==> src/rtl/decode_ui.sv <==
// decode_ui: Morse key decoder feeding a 16-character LCD line buffer.
// Also drives the piezo sidetone/error beep, the LEDs and key-mode requests.
module decode_ui #(
  parameter logic [2:0] VERSION = 3'd1,
  parameter int         TONE_HZ = 800,
  parameter int         ERR_HZ  = 200
) (
  input  logic        clk,
  input  logic        rst_n,
  input  logic [10:0] key_mapped,
  input  logic        key_valid,
  input  logic        key_pressed,
  input  logic [31:0] dit_gap_lim,
  output logic [1:0]  req_key_mode,
  output logic        req_mode_change,
  output logic [7:0]  lcd_char_out,
  input  logic [3:0]  lcd_query_addr,
  output logic        piezo_enable,
  output logic [31:0] piezo_freq,
  output logic [7:0]  led_out,
  output logic        is_error,
  output logic [2:0]  ui_version
);
  typedef enum logic {INPUT, TRANS} state_t;
  state_t      state_q, state_d;
  logic [2:0]  len_q, len_d;
  logic [4:0]  bits_q, bits_d;
  logic [31:0] sil_q, sil_d, beep_q, beep_d;
  logic [4:0]  idx_q, idx_d;
  logic [7:0]  obuf_q [16];
  logic [7:0]  obuf_d [16];
  logic        err_q, err_d, tone_q, tone_d, chg_q, chg_d;
  logic [1:0]  mode_q, mode_d;
  logic        app;
  logic [7:0]  app_ch, ch;
  logic [2:0]  typ;
  logic [3:0]  bs_a;
  logic        unused_ok;

  // ITU code lookup; first symbol is the MSB of the len-bit group, 0 = miss
  function automatic logic [7:0] itu(input logic [2:0] len, input logic [4:0] bits);
    case ({len, bits})
      8'b001_00000: itu = "E";  8'b001_00001: itu = "T";
      8'b010_00000: itu = "I";  8'b010_00001: itu = "A";
      8'b010_00010: itu = "N";  8'b010_00011: itu = "M";
      8'b011_00000: itu = "S";  8'b011_00001: itu = "U";
      8'b011_00010: itu = "R";  8'b011_00011: itu = "W";
      8'b011_00100: itu = "D";  8'b011_00101: itu = "K";
      8'b011_00110: itu = "G";  8'b011_00111: itu = "O";
      8'b100_00000: itu = "H";  8'b100_00001: itu = "V";
      8'b100_00010: itu = "F";  8'b100_00100: itu = "L";
      8'b100_00110: itu = "P";  8'b100_00111: itu = "J";
      8'b100_01000: itu = "B";  8'b100_01001: itu = "X";
      8'b100_01010: itu = "C";  8'b100_01011: itu = "Y";
      8'b100_01100: itu = "Z";  8'b100_01101: itu = "Q";
      8'b101_00000: itu = "5";  8'b101_00001: itu = "4";
      8'b101_00011: itu = "3";  8'b101_00111: itu = "2";
      8'b101_01111: itu = "1";  8'b101_10000: itu = "6";
      8'b101_11000: itu = "7";  8'b101_11100: itu = "8";
      8'b101_11110: itu = "9";  8'b101_11111: itu = "0";
      default:      itu = 8'h00;
    endcase
  endfunction

  assign typ       = key_mapped[10:8];
  assign unused_ok = &{1'b0, key_mapped[7:0]};
  assign ch        = itu(len_q, bits_q);
  assign bs_a      = idx_q[3:0] - 4'd1;

  always_comb begin
    state_d = state_q;
    len_d   = len_q;
    bits_d  = bits_q;
    idx_d   = idx_q;
    obuf_d  = obuf_q;
    err_d   = err_q;
    tone_d  = tone_q;
    mode_d  = mode_q;
    chg_d   = 1'b0;
    app     = 1'b0;
    app_ch  = 8'h20;
    sil_d   = (key_pressed || key_valid || len_q == 3'd0) ? 32'd0 :
              (sil_q != '1) ? sil_q + 32'd1 : sil_q;
    beep_d  = (beep_q != 32'd0) ? beep_q - 32'd1 : 32'd0;
    if (state_q == TRANS) begin
      app     = 1'b1;
      app_ch  = (ch != 8'h00) ? ch : "?";
      err_d   = (ch == 8'h00);
      beep_d  = (ch == 8'h00) ? dit_gap_lim : beep_d;
      len_d   = 3'd0;
      bits_d  = 5'd0;
      sil_d   = 32'd0;
      state_d = INPUT;
    end else if (key_valid) begin
      tone_d = (typ[2:1] == 2'b00);
      if (typ[2:1] == 2'b00) begin
        err_d  = (len_q == 3'd5) ? 1'b1 : err_q;
        beep_d = (len_q == 3'd5) ? dit_gap_lim : beep_d;
        len_d  = (len_q == 3'd5) ? 3'd0 : len_q + 3'd1;
        bits_d = (len_q == 3'd5) ? 5'd0 : {bits_q[3:0], typ[0]};
      end else if (typ == 3'b010) begin
        app = 1'b1;
      end else if (typ == 3'b011) begin
        len_d  = 3'd0;
        bits_d = 5'd0;
        if (idx_q != 5'd0) begin
          idx_d        = idx_q - 5'd1;
          obuf_d[bs_a] = 8'h20;
        end
      end else if (typ == 3'b100) begin
        for (int i = 0; i < 16; i++) obuf_d[i] = 8'h20;
        idx_d  = 5'd0;
        err_d  = 1'b0;
        len_d  = 3'd0;
        bits_d = 5'd0;
      end else if (typ == 3'b101) begin
        mode_d = ~mode_q;
        chg_d  = 1'b1;
      end
    end else if (len_q != 3'd0 && sil_q == dit_gap_lim) begin
      state_d = TRANS;
    end
    // A full line scrolls left so the newest character always lands at 15
    if (app) begin
      if (idx_q == 5'd16) begin
        for (int i = 0; i < 15; i++) obuf_d[i] = obuf_q[i+1];
        obuf_d[15] = app_ch;
      end else begin
        obuf_d[idx_q[3:0]] = app_ch;
        idx_d              = idx_q + 5'd1;
      end
    end
  end

  always_ff @(posedge clk or negedge rst_n) begin
    if (!rst_n) begin
      state_q <= INPUT;
      len_q   <= 3'd0;
      bits_q  <= 5'd0;
      sil_q   <= 32'd0;
      beep_q  <= 32'd0;
      idx_q   <= 5'd0;
      for (int i = 0; i < 16; i++) obuf_q[i] <= 8'h20;
      err_q   <= 1'b0;
      tone_q  <= 1'b0;
      mode_q  <= 2'b01;
      chg_q   <= 1'b0;
    end else begin
      state_q <= state_d;
      len_q   <= len_d;
      bits_q  <= bits_d;
      sil_q   <= sil_d;
      beep_q  <= beep_d;
      idx_q   <= idx_d;
      obuf_q  <= obuf_d;
      err_q   <= err_d;
      tone_q  <= tone_d;
      mode_q  <= mode_d;
      chg_q   <= chg_d;
    end
  end

  assign req_key_mode    = mode_q;
  assign req_mode_change = chg_q;
  assign lcd_char_out    = obuf_q[lcd_query_addr];
  assign led_out         = {len_q, bits_q};
  assign is_error        = err_q;
  assign ui_version      = VERSION;
  assign piezo_enable    = (beep_q != 32'd0) || (key_pressed && tone_q);
  assign piezo_freq      = (beep_q != 32'd0) ? 32'(ERR_HZ) :
                           (key_pressed && tone_q) ? 32'(TONE_HZ) : 32'd0;
endmodule

==> config.mk <==
export PLATFORM = sky130hd
export DESIGN_NAME = decode_ui
export DESIGN_NICKNAME = d
export VERILOG_FILES = /design/src/rtl/decode_ui.sv
export SDC_FILE = /design/constraint.sdc
export NUM_CORES = 1
export LEC_CHECK = 0
export BUFFER_PORTS_ARGS = -buffer_cell sky130_fd_sc_hd__buf_2
export CAP_MARGIN = 25
export CORE_MARGIN = 8
export CORE_UTILIZATION = 35
export DETAILED_ROUTE_END_ITERATION = 10
export SETUP_SLACK_MARGIN = 0.1
export SLEW_MARGIN = 10
export SYNTH_ARGS = -nofsm -noshare
export SYNTH_HDL_FRONTEND = slang
export SYNTH_SLANG_ARGS = --single-unit
==> constraint.sdc <==
create_clock -name clk -period 2.9 [get_ports clk]
set_input_delay 0 -clock clk [delete_from_list [all_inputs] [get_ports clk]]
set_output_delay 0 -clock clk [all_outputs]
set_load 0.01 [all_outputs]
==> impl_metrics.csv <==
group,metric,value,unit
setup_path,r2r_slack,0.19,ns
setup_path,critPathMaxFanout,33,
logic_synthesis,ys.flop_type,"dfrtp_1",
logic_synthesis,ys_ff_latch,211,
cells_and_area,filler_cell_count,3599,
sta,finalSetupTns,0,ns
drt,vias_per_cell,5.66,
logic_synthesis,synthCells,1338,
cells_and_area,utilization,41.9,%
drt,drt-wirelength-per-cell,19.4,um
sta,hold_viol,0,
sta,worst_pin_slew,0.937,ns
setup_path,crit_arrival,3.12,ns
floorplan,die_w,209,um
setup_path,worst_setup_path_start_kind,"register",
flow_run,cap_violations,0,
global_route,busiest_layer,"met2",
place,routabilityCongestion,0.887,
clocking,clk_pin_slew,0.06,ns
floorplan,fp-row-count,70,
sta,finalMaxSlewViolations,0,
clocking,cts_max_level,1,
floorplan,start_util,35.6,%
logic_synthesis,yosysUniqueCellTypes,74,
floorplan,io_pins,107,
place,dp_slack,0.270,ns
drt,routed_wl,37300,um
power_and_ir_drop,swShare,32.0,%
power_and_ir_drop,internal_power,6.56,mW
global_route,grt_pass1_wl,59800,um
logic_synthesis,synth_top_area_share,37.3,%
sta,rsz0062_at_grt,"yes",
drt,initialDrtViolationCount,845,
drt,vias,10900,
global_route,groute.usage.overall,16.5,%
logic_synthesis,synth-async-reset-ratio,100,%
setup_path,cpPeakStageDelay,0.56,ns
logic_synthesis,syn_avg_cell_area,9.74,um^2
power_and_ir_drop,finalPower,9.64,mW
logic_synthesis,synth_top_area_cell,"dfrtp_1",
clocking,cts_setup_buffers,0,
drt,firstDrtPassIters,5,
clocking,cts_inserted_buffers,25,
cells_and_area,diodes,0,
place,port_buffers,69,
drt,drc,0,
clocking,cts_buffer_depth,3,
cells_and_area,seq_area,0.00530,mm^2
global_route,antenna_found_initial,0,
sta,clock-skew-final,0.0194,ns
power_and_ir_drop,pwr_density_cell,629,mW/mm^2
cells_and_area,area_growth,17.6,%
sta,relSlewSlack,37.1,%
power_and_ir_drop,switching_power,3.08,mW
global_route,overflow,0,
power_and_ir_drop,leakagePower,6.36,nW
global_route,met1_usage,23.8,%
sta,fmaxAchievable,369,MHz
cells_and_area,layout-drive-gt1-share,20.2,%
logic_synthesis,yosysSeqAreaShare,40.7,%
floorplan,core_area,0.0366,mm^2
sta,min_period,2.71,ns
power_and_ir_drop,ir_worst_vdd,0.496,mV
power_and_ir_drop,p_comb_share,25.6,%
worst_hold_path,hold_path_class,"in -> async",
power_and_ir_drop,p_clk_share,36.3,%
setup_path,critPathKind,"reg -> reg",
logic_synthesis,synth_edf_count,0,
logic_synthesis,netlist_top_cells_area,"dfrtp_1, mux4_2, o21ai_0, a22oi_1, dfstp_2",
global_route,grtUsageMet2,25.8,%
sta,timing.final.crit_share,93.5,%
cells_and_area,nets,1495,
outcome,status,"completed",
floorplan,die_h,209,um
global_route,grt_max_degree,97,
power_and_ir_drop,seq_power_share,38.2,%
sta,setup_viol,0,
sta,finalHoldWorstSlack,0.100,ns
clocking,root_buffer,"clkbuf_16",
cells_and_area,multi_input_area,0.00711,mm^2
global_route,grt_pass1_vias,10600,
clocking,cts_sinks,211,
sta,setup_ws,0.187,ns
setup_path,cp-end-kind,"register",
logic_synthesis,netlist_area,0.0130,mm^2
drt,ant_nets,0,
logic_synthesis,ys_warn_count,0,
global_route,grtUsageMet3,2.10,%
setup_path,crit_slowest_cell,"dfrtp_1",
floorplan,fp.dieArea,0.0437,mm^2
clocking,cts_tree,"yes",
setup_path,cp_cell_sequence,"buf_4 > nor3b_1 > a32o_2 > a311oi_2 > and3_4 > a32oi_4 > buf_12 > mux2_1",
place,place.detailed.hpwl,26700,um
clocking,clk_latency,0.54,ns
logic_synthesis,synth_most_common_cell,"dfrtp_1",
setup_path,cp.required,3.31,ns
logic_synthesis,synth_common_cells,"dfrtp_1, o21ai_0, nor2_1, nand2_1, a22oi_1",
## cell usage in the layout (no fill, tap or decap), types with 8 or more instances in the layout
cell type / Yosys / routed
mux4_2: 40 / 40
and2_1: 8 / 8
a21oi_1: 45 / 45
o211ai_1: 11 / 11
and3_1: 10 / 10
xor2_1: 51 / 51
a32oi_1: 11 / 11
nor2b_1: 21 / 21
nor3b_1: 8 / 8
nand4_1: 20 / 20
nor4_1: 21 / 20
xnor2_1: 34 / 34
buf_4: 37 / 60
clkbuf_16: 0 / 25
conb_1: 2 / 29
mux2_4: 24 / 24
dfstp_2: 17 / 17
dfrtp_1: 194 / 193
a31oi_1: 15 / 14
a22oi_1: 78 / 78
dlygate4sd3_1: 0 / 38
buf_2: 27 / 69
nand2_1: 89 / 89
nand2b_1: 14 / 14
inv_1: 22 / 22
mux2i_1: 8 / 8
nor2_1: 104 / 102
nor3_1: 34 / 34
a22o_1: 15 / 15
or3_1: 14 / 14
o21ai_0: 125 / 125
nand3_1: 52 / 52
## per-layer routing
metal  part of all wire (%)  vias up
li1                       -     5105
met1                     47     5406
met2                     46      296
met3                    4.9       68
met4                    2.5        0
met5                      0        -
## repair_timing
item / 4_1_cts / 5_1_grt
hold endpoints to repair: 131 / 0
gates resized for setup: 2 / 7
setup endpoints to repair: 3 / 7
hold buffers: 38 / 0
## worst max-delay path, delay by kind of cell (launching register included)
| kind | cells | cell delay (ns) |
|---|---|---|
| buffers and inverters | 2 | 0.44 |
| muxes | 1 | 0.36 |
| DFF | 1 | 0.56 |
| AOI/OAI and AO/OA | 3 | 0.80 |
| and+or+nand+nor | 2 | 0.37 |
## path summary, 6_finish.rpt
path,endpoint,startpoint,cells past startpoint
max,beep_q[2]$_DFF_PN0_,bits_q[4]$_DFFE_PN0P_,8
min,obuf_q[7]$_DFF_PN0_,rst_n,2
max reg2reg,beep_q[2]$_DFF_PN0_,bits_q[4]$_DFFE_PN0P_,8
min reg2reg,req_key_mode[1]$_DFFE_PN0P_,req_key_mode[1]$_DFFE_PN0P_,1
max in group asynchronous,obuf_q[44]$_DFF_PN0_,rst_n,3
min in group clk,sil_q[21]$_DFFE_PN0P_,key_pressed,3
## per-stage QoR
step,instances,cell area [um^2]
after global routing,1923,15300
after CTS,1922,15300
after detailed placement,1839,14000
after global placement,1839,14000
after floorplan,1365,13100
final,1923,15300
## power groups by stage
stage          Clock [mW]  Combinational (mW)  Sequential (mW)
2_1_floorplan           0                1.70             3.58
3_3_place_gp            0                2.33             3.69
3_5_place_dp            0                2.37             3.70
4_1_cts              3.57                2.42             3.66
5_1_grt              3.67                2.70             3.72
6_report             3.50                2.46             3.68
## cells by family (layout without fill, tap and decap cells)
| family | count (synthesis) | after routing | share of synthesized area (%) |
|---|---|---|---|
| simple gates | 435 | 435 | 17.4 |
| mux | 82 | 82 | 11.2 |
| fa+ha+maj | 7 | 7 | 0.672 |
| compound gates | 363 | 363 | 18.4 |
| xor+xnor | 85 | 85 | 5.71 |
| other cells | 2 | 29 | 0.0576 |
| flops | 211 | 211 | 40.7 |
| buf+inv | 153 | 243 | 5.92 |
## registers in the layout, summed over array words and instances (netlist names)
register / cells
obuf_q: 128
beep_q: 32
sil_q: 32
bits_q: 5
idx_q: 5
len_q: 3
req_key_mode: 2
is_error: 1
req_mode_change: 1
state_q: 1
tone_q: 1
## area by class of cell
class,count,area share [%]
Timing Repair Buffer,176,8.76
Tap cell,468,3.82
Clock buffer,32,4.45
Clock inverter,13,1.47
Multi-Input combinational cell,1001,46.4
Inverter,22,0.539
Sequential cell,211,34.6
Power figures use the tool's default switching activity.
